<file path="src/rtl/hex_display.sv">
// hex_display
//   Registered hex-to-seven-segment decoder for one common-anode digit.
//   Segments are active-low: hex[0]=a ... hex[6]=g.
//
//   Optional feature macro: DISPLAY_BLINK_EN
//     Adds the `blink` input and a free-running blink-phase counter.
//     Without it the block behaves as if blink were tied low.
//
// Ports
//   clk     in   system clock, rising edge
//   rst     in   asynchronous active-high reset
//   en      in   load strobe for `number`
//   blank   in   force all segments off (registered)
//   blink   in   blink enable (DISPLAY_BLINK_EN builds only)
//   number  in   4-bit value to show
//   hex     out  7-bit active-low segment drive, straight from flops
module hex_display #(
    parameter int BLINK_PERIOD = 25_000_000
) (
    input  logic       clk,
    input  logic       rst,
    input  logic       en,
    input  logic       blank,
`ifdef DISPLAY_BLINK_EN
    input  logic       blink,
`endif
    input  logic [3:0] number,
    output logic [6:0] hex
);

    localparam logic [6:0] SEG_OFF  = 7'b1111111;
    localparam logic [6:0] SEG_ZERO = 7'b1000000;

    generate
        if (BLINK_PERIOD < 1) begin : g_bad_period
            $error("hex_display: BLINK_PERIOD must be at least 1");
        end
    endgenerate

    logic [3:0] val;
    logic       blink_off;

    // X/Z on val matches no item and falls to default: all segments lit,
    // so an uninitialised datapath is obvious on the board.
    function automatic logic [6:0] decode(input logic [3:0] v);
        logic [6:0] seg;
        seg = 7'b0000000;
        case (v)
            4'h0: seg = 7'b1000000;
            4'h1: seg = 7'b1111001;
            4'h2: seg = 7'b0100100;
            4'h3: seg = 7'b0110000;
            4'h4: seg = 7'b0011001;
            4'h5: seg = 7'b0010010;
            4'h6: seg = 7'b0000010;
            4'h7: seg = 7'b1111000;
            4'h8: seg = 7'b0000000;
            4'h9: seg = 7'b0010000;
            4'hA: seg = 7'b0001000;
            4'hB: seg = 7'b0000011;
            4'hC: seg = 7'b1000110;
            4'hD: seg = 7'b0100001;
            4'hE: seg = 7'b0000110;
            4'hF: seg = 7'b0001110;
            default: seg = 7'b0000000;
        endcase
        return seg;
    endfunction

    always_ff @(posedge clk or posedge rst) begin
        if (rst) begin
            val <= 4'h0;
        end else if (en) begin
            val <= number;
        end
    end

`ifdef DISPLAY_BLINK_EN
    localparam int CW = (BLINK_PERIOD > 1) ? $clog2(BLINK_PERIOD) : 1;
    localparam logic [CW-1:0] CNT_LAST = CW'(BLINK_PERIOD - 1);

    logic [CW-1:0] blink_cnt;
    logic          blink_on;

    // Free-running so the blink cadence stays steady regardless of when
    // `blink` is asserted.
    always_ff @(posedge clk or posedge rst) begin
        if (rst) begin
            blink_cnt <= '0;
            blink_on  <= 1'b1;
        end else if (blink_cnt == CNT_LAST) begin
            blink_cnt <= '0;
            blink_on  <= ~blink_on;
        end else begin
            blink_cnt <= blink_cnt + CW'(1);
        end
    end

    assign blink_off = blink & ~blink_on;
`else
    assign blink_off = 1'b0;
`endif

    always_ff @(posedge clk or posedge rst) begin
        if (rst) begin
            hex <= SEG_ZERO;
        end else if (blank) begin
            hex <= SEG_OFF;
        end else if (blink_off) begin
            hex <= SEG_OFF;
        end else begin
            hex <= decode(val);
        end
    end

endmodule

</file>
<file path="config.mk">
export PLATFORM = sky130hd
export DESIGN_NAME = hex_display
export DESIGN_NICKNAME = d
export VERILOG_FILES = /design/src/rtl/hex_display.sv
export SDC_FILE = /design/constraint.sdc
export NUM_CORES = 1
export LEC_CHECK = 0
export ABC_CLOCK_PERIOD_IN_PS = 1900
export CORE_MARGIN = 10
export CORE_UTILIZATION = 45
export CTS_CLUSTER_DIAMETER = 200
export CTS_CLUSTER_SIZE = 28
export DETAILED_ROUTE_END_ITERATION = 8
export GPL_TIMING_DRIVEN = 0
export PLACE_DENSITY = 0.81
export SETUP_SLACK_MARGIN = 0.2
export SYNTH_ARGS = -nofsm -noshare
export SYNTH_HDL_FRONTEND = slang
export SYNTH_SLANG_ARGS = --single-unit
</file>
<file path="constraint.sdc">
create_clock -name clk -period 1.9 [get_ports clk]
set_input_delay 0.19 -clock clk [delete_from_list [all_inputs] [get_ports clk]]
set_output_delay 0.19 -clock clk [all_outputs]
set_load 0.02 [all_outputs]
</file>
==> impl_metrics.yaml <==
logic_synthesis:
  synth_enable_flop_cells: 0
  synth_top_cells_by_area: "dfrtp_1 (41%), ha_1 (14%), mux2_2 (5.5%)"
  synth_largest_type_area_fraction_pct: 40.65
  synth.ff_latch_count: 11
  yosys.cell_types.count: 24
  fraction_of_synthesis_flops_using_an_asynchronous_set_or_reset_pin_pct: 100.0
  per_instance_average_area_after_synthesis_um2: 11.61
  synth_top_cells_by_count: "dfrtp_1 (10), ha_1 (7), inv_1 (4)"
  synth.largest_area_cell: "dfrtp_1"
  syn_nets: 68
  gate_count_after_technology_mapping: 53
  synth.yosys.warnings: 0
  synth-seq-area-share_pct: 44.92
  synth_top_flop_cell: "dfrtp_1"
  count_leader_synth: "dfrtp_1"
  synthesis.area_um2: 615.6
worst_setup_path:
  rr_worst_depth: 4
  worstSetupPathDepth: 1
  crit_path_cell_trace: "clkdlybuf4s50_1"
  critical_path.startpoint: "hex[6]$_DFF_PP1_"
  path_class: "reg2out"
  path_delay_family: "buffers and inverters"
  r2r_end: "hex[1]$_DFF_PP0_"
  start_kind: "flip-flop"
  timing.critical_path.slowest_stage_cell: "clkdlybuf4s50_1"
  reg2reg_from: "val[1]$_DFFE_PP0P_"
  critical_path_buf_inv_count: 1
  critPathMaxFanout: 1
  critPathCaptureType: "output pin"
  r2r_setup_slack_ns: 0.31
  critPathCapture: "hex[6]"
  critPathMaxStageDelay_ns: 0.59
  worstPathRequired_ns: 1.71
  arrival_ns: 1.41
clocking:
  cts.path.max_buffers: 2
  cts_hold_repair.buffers: 0
  clock_sinks: 11
  tritoncts: "done"
  insertion_delay_ns: 0.28
  tritoncts.num_buffers: 3
  cts_max_level: 1
  clk_transition_reported_paths_ns: 0.08
  cts_root_buf: "clkbuf_4"
floorplan:
  fp-row-count: 13
  top_level_ports: 15
  core_area_um2: 1301
  fp.dieH_um: 56.99
  floorplan.initialDensity_pct: 47.31
  fp.dieArea_um2: 3247
  die_w_um: 56.99
sta:
  slew_viol_final: 0
  worst_pin_slew_ns: 0.4247
  period_utilisation_layout_pct: 84.09
  fmaxAchievable_ghz: 0.6259
  setup-tns-final_ns: 0
  grt_setup_unrepaired: "false"
  min_period_ns: 1.598
  report.final.setup_viol: 0
  max_slew_margin_pct: 71.66
  finalClockSkew_ns: 0.004249
  final-hold-violation-count: 0
job:
  drv.max_cap_violation_count: 0
global_route:
  gr-total-overflow: 0
  global_route_wire_length_before_repair_um: 2049
  grt_max_degree: 12
  antenna_found_initial: 0
  via_count_of_the_first_global_routing_pass: 464
  grtUsageTotal_pct: 8.185
route:
  antenna_violating_nets_post_route: 0
  detailroute.via_count: 467
  route.final.wire_length_um: 1277
  remaining_drc_errors: 0
  drtIter0Drc: 1
  detailedRoute.firstPassIterationCount: 3
  vias_per_cell: 5.430
  drt-wirelength-per-cell_um: 14.85
cells_and_area:
  stdcell_count: 86
  syn2layout_area_growth_pct: 30.49
  antenna_cells_inserted: 0
  final_nets: 87
  final_layout_size_suffix_gt1_share_pct: 19.72
  num-fill-cells: 123
placement:
  quantity_of_i_o_buffers_inserted_on_ports: 14
  gp_congestion: 0.8056
  number_of_instances_in_the_placed_design: 82
  dp.final_hpwl_um: 996.9
power_and_ir_drop:
  total_leakage_power_nw: 0.3627
  irDropWorstVdd_mv: 0.5674
  p_total_mw: 0.6266
  power-per-cell-area_nw_per_um2: 780.0
min_path:
  hold_path.class: "in2async"
status:
  run_status: "finished, final reports clean"
## where the power goes
part,internal [mW],switching [mW]
combinational,0.0905,0.0877
sequential,0.262,0.0158
clock,0.0784,0.0923
total,0.431,0.196
## logic make-up (layout without fill, tap and decap cells)
family          count (synthesis)  count (layout)  share of synthesized area, %
simple gates                   13              13                         11.38
compound gates                  9               9                         12.20
fa+ha+maj                       7               7                         14.23
flops                          11              11                         44.92
buf+inv                         6              24                         5.080
mux                             7               7                         12.19
## metal layers
layer / track usage, % / up-vias / routed length [um]
li1: - / 221 / -
met1: 7.848 / 225 / 536
met3: 4.425 / 5 / 97
met5: 0 / - / 0
met4: 7.047 / 0 / 51
met2: 12.56 / 16 / 591
## cell type report
cell class	count	area (um^2)	area share, %
inverters	4	15.01	1.869
repair buffers	14	140.1	17.45
flip-flops and latches	11	277.8	34.58
clock inverters	1	5.005	0.6231
well taps	15	18.77	2.336
clock buffers	3	22.52	2.804
multi-input cells	36	307.8	38.32
plain buffers	2	16.27	2.025
## placed cells by master, fill, tap and decap left out
cell type and n:
ha_1 7, mux2i_1 3, buf_6 1, nand2_1 3, a32oi_1 2, a211o_1 1, and3_1 1, clkinv_2 1
inv_1 4, mux2_2 3, nor2_2 1, clkdlybuf4s50_1 14, buf_2 1, o221ai_1 1, dfstp_2 1, nand2_2 1
dfrtp_2 1, nor2b_1 2, or2_2 1, dfrtp_1 9, a221o_1 2, nor2_1 1, a311o_1 1, nor3_1 1
mux2_1 1, nand2b_1 2, clkbuf_4 3, o21ai_0 2
## state kept, by name (all words and copies together), names as in the netlist
name,count
hex,7
val,4
## what timing repair did
action / 4_1_cts / 5_1_grt
setup endpoints to repair: 0 / 1
buffers inserted: 0 / 0
gates resized for setup: 0 / 1
hold endpoints to repair: 0 / 0
## how the worst min path moves through the flow
stage / end / cells past startpoint / slack (ns)
CTS: hex[5]$_DFF_PP0_ / 2 / 0.21
global route: hex[5]$_DFF_PP0_ / 2 / 0.25
detailed placement: hex[3]$_DFF_PP0_ / 2 / 0.51
finish: hex[1]$_DFF_PP0_ / 2 / 0.19
floorplan: hex[0]$_DFF_PP0_ / 1 / 0.04
global placement: hex[1]$_DFF_PP0_ / 2 / 0.50
## through the flow
| step | util [%] | cell area, um^2 | setup WS (ns) | hold slack, ns |
|---|---|---|---|---|
| finish | 61.73 | 803.3 | 0.3023 | 0.1936 |
| global route | 61.73 | 803.3 | 0.2518 | 0.2477 |
| CTS | 61.63 | 802.0 | 0.2577 | 0.2077 |
| detailed placement | 59.52 | 774.5 | 0.2778 | 0.5141 |
| global placement | 59.52 | 774.5 | 0.2629 | 0.5011 |
| floorplan | - | 615.6 | 0.3614 | 0.04172 |
No activity file was read; power rests on OpenSTA's default activity.
